File: src/rtl/face_match_sequencer.sv
// face_match_sequencer
//   Runs one face-comparison job. It reads FRAME_LEN element pairs from the
//   query and candidate host FIFOs in lockstep. Each pair goes to the
//   floating-point multiply-accumulate core over a shared-valid AXI-stream
//   a/b channel, and the last pair carries tlast. The core's final
//   accumulated result (tlast) goes into the FPGA-to-host FIFO.
//
// Ports
//   bus_clk, rst_n                       clock, async active-low reset
//   fifo_host_to_fpga_*_1st              query FIFO (rden / empty / dout)
//   fifo_host_to_fpga_*_2nd              candidate FIFO (rden / empty / dout)
//   fifo_fpga_to_host_*                  result FIFO (wren / full / din)
//   ab_valid, a_ready, b_ready           shared operand valid, per-channel ready
//   a_tdata, b_tdata, ab_last            operands and last-pair marker
//   result_valid/ready/data/last         accumulator result stream
//   frames_done                          completed job counter (wraps)
//   busy                                 high whenever not idle
module face_match_sequencer #(
    parameter int DATA_W    = 32,
    parameter int FRAME_LEN = 128,
    parameter int CNT_W     = 8
) (
    input  logic              bus_clk,
    input  logic              rst_n,
    output logic              fifo_host_to_fpga_rden_1st,
    input  logic              fifo_host_to_fpga_empty_1st,
    input  logic [DATA_W-1:0] fifo_host_to_fpga_dout_1st,
    output logic              fifo_host_to_fpga_rden_2nd,
    input  logic              fifo_host_to_fpga_empty_2nd,
    input  logic [DATA_W-1:0] fifo_host_to_fpga_dout_2nd,
    output logic              fifo_fpga_to_host_wren,
    input  logic              fifo_fpga_to_host_full,
    output logic [DATA_W-1:0] fifo_fpga_to_host_din,
    output logic              ab_valid,
    input  logic              a_ready,
    input  logic              b_ready,
    output logic [DATA_W-1:0] a_tdata,
    output logic [DATA_W-1:0] b_tdata,
    output logic              ab_last,
    input  logic              result_valid,
    output logic              result_ready,
    input  logic [DATA_W-1:0] result_data,
    input  logic              result_last,
    output logic [CNT_W-1:0]  frames_done,
    output logic              busy
);

    typedef enum logic [2:0] {
        S_IDLE,
        S_FETCH,
        S_CAPTURE,
        S_ISSUE,
        S_DRAIN,
        S_WRITE
    } state_t;

    localparam logic [CNT_W-1:0] LAST_IDX = CNT_W'(FRAME_LEN - 1);

    state_t             state_q, state_d;
    logic [CNT_W-1:0]   elem_cnt_q, elem_cnt_d;
    logic [CNT_W-1:0]   frames_done_q, frames_done_d;
    logic [DATA_W-1:0]  a_q, a_d;
    logic [DATA_W-1:0]  b_q, b_d;
    logic [DATA_W-1:0]  din_q, din_d;

    logic both_avail;
    logic fetch_go;
    logic xfer;
    logic is_last;

    assign both_avail = !fifo_host_to_fpga_empty_1st && !fifo_host_to_fpga_empty_2nd;
    // Both FIFOs are read together or not at all, so the pair stays aligned.
    assign fetch_go   = (state_q == S_FETCH) && both_avail;
    assign xfer       = (state_q == S_ISSUE) && a_ready && b_ready;
    assign is_last    = (elem_cnt_q == LAST_IDX);

    assign fifo_host_to_fpga_rden_1st = fetch_go;
    assign fifo_host_to_fpga_rden_2nd = fetch_go;
    assign fifo_fpga_to_host_wren     = (state_q == S_WRITE) && !fifo_fpga_to_host_full;
    assign fifo_fpga_to_host_din      = din_q;
    assign ab_valid                   = (state_q == S_ISSUE);
    assign ab_last                    = (state_q == S_ISSUE) && is_last;
    assign result_ready               = (state_q == S_DRAIN);
    assign a_tdata                    = a_q;
    assign b_tdata                    = b_q;
    assign frames_done                = frames_done_q;
    assign busy                       = (state_q != S_IDLE);

    always_comb begin
        state_d       = state_q;
        elem_cnt_d    = elem_cnt_q;
        frames_done_d = frames_done_q;
        a_d           = a_q;
        b_d           = b_q;
        din_d         = din_q;
        unique case (state_q)
            S_IDLE: begin
                if (both_avail) state_d = S_FETCH;
            end
            S_FETCH: begin
                if (both_avail) state_d = S_CAPTURE;
            end
            S_CAPTURE: begin
                // FIFO data appears the cycle after rden.
                a_d     = fifo_host_to_fpga_dout_1st;
                b_d     = fifo_host_to_fpga_dout_2nd;
                state_d = S_ISSUE;
            end
            S_ISSUE: begin
                if (xfer) begin
                    elem_cnt_d = elem_cnt_q + CNT_W'(1);
                    state_d    = is_last ? S_DRAIN : S_FETCH;
                end
            end
            S_DRAIN: begin
                // Partial sums (no tlast) are accepted and dropped.
                if (result_valid && result_last) begin
                    din_d   = result_data;
                    state_d = S_WRITE;
                end
            end
            S_WRITE: begin
                if (!fifo_fpga_to_host_full) begin
                    frames_done_d = frames_done_q + CNT_W'(1);
                    elem_cnt_d    = '0;
                    state_d       = S_IDLE;
                end
            end
            default: state_d = S_IDLE;
        endcase
    end

    always_ff @(posedge bus_clk or negedge rst_n) begin
        if (!rst_n) begin
            state_q       <= S_IDLE;
            elem_cnt_q    <= '0;
            frames_done_q <= '0;
            a_q           <= '0;
            b_q           <= '0;
            din_q         <= '0;
        end else begin
            state_q       <= state_d;
            elem_cnt_q    <= elem_cnt_d;
            frames_done_q <= frames_done_d;
            a_q           <= a_d;
            b_q           <= b_d;
            din_q         <= din_d;
        end
    end

endmodule

File: config.mk
export PLATFORM = sky130hd
export DESIGN_NAME = face_match_sequencer
export DESIGN_NICKNAME = d
export VERILOG_FILES = /design/src/rtl/face_match_sequencer.sv
export SDC_FILE = /design/constraint.sdc
export NUM_CORES = 1
export LEC_CHECK = 0
export CAP_MARGIN = 0
export CORE_MARGIN = 1.5
export CORE_UTILIZATION = 45
export CTS_CLUSTER_SIZE = 25
export DETAILED_ROUTE_END_ITERATION = 12
export PLACE_DENSITY = 0.83
export SYNTH_ARGS = -nofsm -noshare
export SYNTH_HDL_FRONTEND = slang
export SYNTH_SLANG_ARGS = --single-unit
File: constraint.sdc
create_clock -name bus_clk -period 3.1 [get_ports bus_clk]
set_clock_uncertainty 0.05 [all_clocks]
set_input_delay 0.465 -clock bus_clk [delete_from_list [all_inputs] [get_ports bus_clk]]
set_output_delay 0.465 -clock bus_clk [all_outputs]
set_load 0.02 [all_outputs]
# Yosys cells after proc, flatten, opt, wreduce, memory -nomap -nowiden
# Cells that the tools add are included.
# totals
reg_bits	115
input_bits	105
# classes
n_addsub	2
n_eq_ne	11
n_mux	10
n_bitwise	1
reduce_logical	17
# op_table
operator	count
$mux W3	6
$pmux W3 S6	1
$add A8 B1 Y8 const B	2
$mux W8	2
$pmux W8 S2	1
$eq A8 B7 Y1 const B	1
$logic_and A1 B1 Y1	7
$eq A3 B2 Y1 const B	2
$eq A3 B3 Y1 const B	2
$ne A2 B2 Y1 const B	3
$reduce_and A5 Y1	1
$ne A2 B1 Y1 const B	2
$reduce_and A2 Y1	2
$eq A3 B1 Y1 const B	1
$logic_not A1 Y1	3
$logic_not A3 Y1	1
$reduce_and A3 Y1	1
$reduce_bool A3 Y1	1
$reduce_bool A2 Y1	1
$not A1 Y1	1

# Depth between registers and ports, before layout
# depth
depth_word	5
mapped_depth	6

# Worst setup path before layout
# No wires, ideal clock.
# synth_timing
path_type	register to output
from	reg state_q[0]
to	out fifo_host_to_fpga_rden_2nd
t_arrival_ns	1.740
required_time_ns	2.585
path_slack_ns	0.845
path_stages_with_launch	6
n_path_buf	3
cell_sequence	dfrtp_1 > clkbuf_1 > clkbuf_1 > nand2_1 > nor3_1 > buf_4
# synth_via
elab_chain_len	2
# synth_lines
item	line_no	source
from (decl)	59	state_t state_q, state_d;
from (signal assigned)	142	state_q <= state_d;
$eq A3 B1 Y1	73	assign fetch_go = (state_q == S_FETCH) && both_avail;
$logic_and A1 B1 Y1	73	
to (decl)	28	output logic fifo_host_to_fpga_rden_2nd,
# No other way between the ends.

# Worst setup path in the final report
# layout_timing
from	reg state_q[0]
to	out fifo_fpga_to_host_wren
# layout_via
elab_chain_len	2
# layout_lines
item	line_no	source
$eq A3 B3 Y1	79	assign fifo_fpga_to_host_wren = (state_q == S_WRITE) && !fifo_fpga_to_host_full;
$logic_and A1 B1 Y1	79	
to (decl)	31	output logic fifo_fpga_to_host_wren,
# No other way between the ends.

==> flow_metrics.py <==
metrics = {
    "final_layout": {
        "drive_gt1_frac": 0.242,
        "fin_cells": 695,
        "layout_common_cells": "clkdlybuf4s50_1 (214), dfrtp_1 (115), mux2_2 (96)",
        "diodes": 0,
        "syn_to_final_growth_pct": 61.2,
        "mostFrequentLayoutCell": "clkdlybuf4s50_1",
        "nets": 654,
    },
    "setup_path": {
        "reg2reg_from": "state_q[1]",
        "critPathTopFamily": "buffers and inverters",
        "rr_endpoint": "fifo_fpga_to_host_din[16]",
        "cp_max_fo": 22,
        "crit_required_ns": 2.58,
        "path_buf_inv": 2,
        "critPathArrivalTime_ns": 2.35,
        "critPathMaxStageDelay_ns": 0.80,
        "startpoint_type": "flip-flop",
        "end_kind": "output port",
        "setup.worst_path.start": "state_q[0]",
        "r2r_cells": 4,
        "cp_slowest_cell": "dfrtp_1",
        "crit_chain": "nand4bb_1 -> clkinv_1 -> clkdlybuf4s50_1",
        "path_class": "reg2out",
        "r2r_slack_ns": 1.17,
    },
    "floorplan": {
        "die_area_sq_um": 11100,
        "rows": 37,
        "dieWidth_um": 105,
        "die_y_um": 105,
        "core-area_sq_um": 10200,
        "start_util": 0.459,
        "io_pins": 216,
    },
    "clocking": {
        "cts_setup_buffers": 0,
        "cts-hold-fix-buffers": 0,
        "cts.root.buffer_cell": "clkbuf_8",
        "htreeDepth": 4,
        "cts_tree": "yes",
        "cts-buffers-inserted": 17,
        "cts_resized": 0,
        "clkSinkCount": 115,
        "clock_path_buffers": 2,
        "clk_pin_slew_worst_paths_ns": 0.05,
        "insertion_delay_ns": 0.50,
    },
    "drt": {
        "vias": 3461,
        "first_pass_iters": 6,
        "drtIter0Drc": 143,
        "drc_errors": 0,
        "ant_nets": 0,
        "routedWlPerCell_um": 16.9,
        "via_per_inst": 4.98,
        "drt-total-wl_mm": 11.7,
    },
    "global_route": {
        "grt_pass1_vias": 3536,
        "grt_pass1_wl_mm": 18.9,
        "grt_max_degree": 65,
        "antenna_found_initial": 0,
        "grt_remaining_overflow": 0,
        "grt_usage": 0.226,
    },
    "sta": {
        "rsz0062_at_grt": "false",
        "finalHoldViolations": 16,
        "setup_viol": 0,
        "fin_crit_sh": 0.925,
        "setup_tns_ns": 0,
        "maxSlewHeadroom": 0.476,
        "drv_slew": 0,
        "tightest_slew_ns": 0.785,
        "fin_crit_ns": 2.87,
        "fmax_mhz": 349,
        "hold-worst-slack_ns": -0.0246,
    },
    "run_status": {
        "outcome": "finished, violations left",
        "violations": "negative hold slack",
    },
    "synthesis": {
        "syn_avg_cell_area_sq_um": 14.4,
        "synth_nets": 433,
        "synth_top_family_by_area": "multiplexers",
        "synth.area.top_cells": "dfrtp_1 (61%), mux2_2 (23%), nand2_1 (1.6%)",
        "synthArstFlopShare": 1.00,
        "synth-edff-count": 0,
        "syn_area_sq_um": 4700,
        "synth_cell_types": 39,
        "ys.flop_type": "dfrtp_1",
        "ys_seq_area_frac": 0.613,
        "synthAdderAreaFrac": 0.00533,
        "synthXorXnorAreaFrac": 0.0131,
        "yosys.area_share.simple": 0.0642,
        "ys_seq_elements": 115,
        "synth_top_area_frac": 0.613,
        "syn-instance-count": 326,
        "synth.area.mux_share": 0.239,
        "synth_top_area_cell": "dfrtp_1",
        "synth_compound_area_frac": 0.0389,
        "synth-warning-count": 0,
    },
    "power_and_ir_drop": {
        "pwr_density_cell_nw_per_um2": 942,
        "leakage_nw": 3.21,
        "peakVddDrop_uv": 464,
    },
    "placed_design": {
        "portBuffers": 215,
        "post-place-cells": 664,
        "gp_congestion": 0.841,
        "hpwl_mm": 8.43,
    },
    "job": {
        "maxCapViolations": 0,
    },
    "worst_hold_path": {
        "hold_path.class": "in2async",
    },
}
==> cells by family (layout without fill, tap and decap cells) <==
group / Yosys count / in the layout
AO/OA/AOI/OAI: 23 / 23
XOR/XNOR: 7 / 7
adder cells (fa/ha/maj): 2 / 2
buffers and inverters: 22 / 255
flip-flops: 115 / 115
multiplexers: 100 / 100
AND/OR/NAND/NOR: 57 / 57
==> cells in the mapped netlist (2+ instances only) <==
master	number
buf_2	5
clkbuf_1	4
xor2_1	3
nand2_1	20
xnor2_1	4
mux2i_1	4
a21oi_1	6
ha_1	2
nor3_1	3
or3_1	2
inv_1	3
mux2_2	96
a211oi_1	2
nand2b_1	5
dfrtp_1	115
a2111o_1	3
nor2_1	6
nor2b_1	2
nand4_1	8
o21ai_0	4
buf_4	8
nand3_1	4
==> layer usage <==
layer,global-route usage,vias up,part of all wire
met2,0.389,140,0.52
li1,-,1610,-
met3,0.0618,17,0.058
met4,0.0890,0,0.018
met1,0.267,1694,0.40
met5,0,-,0
==> how the worst max path moves through the flow <==
stage | endpoint | slack (ns) | cells after the start
CTS | fifo_fpga_to_host_wren | 0.20 | 3
finish | fifo_fpga_to_host_wren | 0.23 | 3
floorplan | fifo_host_to_fpga_rden_2nd | 0.84 | 5
global route | fifo_fpga_to_host_wren | 0.05 | 3
detailed placement | fifo_host_to_fpga_rden_1st | 0.60 | 5
global placement | fifo_host_to_fpga_rden_2nd | 0.63 | 5
==> power by group <==
part           internal [mW]  switching, mW  leakage [nW]
Clock                   1.28          0.645         0.293
Combinational           1.55           1.28          1.49
Sequential              2.04          0.340          1.43
==> area by class of cell <==
class,count,area (sq um)
Sequential cell,115,2880
Fill cell,687,2660
Timing Repair Buffer,220,2210
Clock inverter,10,131
Inverter,4,15.0
Tap cell,136,170
Multi-Input combinational cell,189,1710
Clock buffer,21,459
==> stage by stage <==
stage                      util  area, sq um  hold slack [ns]  power (mW)  setup slack (ns)
final                     0.740         7570          -0.0246        7.13             0.233
after CTS                 0.740         7570          0.00546        7.20             0.203
after global routing      0.740         7570           0.0249        7.48            0.0451
after detailed placement  0.682         6980            0.411        5.25             0.595
after floorplan               -         4700            0.119        3.86             0.845
after global placement    0.682         6980            0.412        5.17             0.626
==> state kept, by name (all words and copies together), names as in the netlist <==
name	count
b_tdata	32
elem_cnt_q	8
state_q	3
a_tdata	32
fifo_fpga_to_host_din	32
frames_done	8
Note: power is estimated with default switching activity, not from simulation.
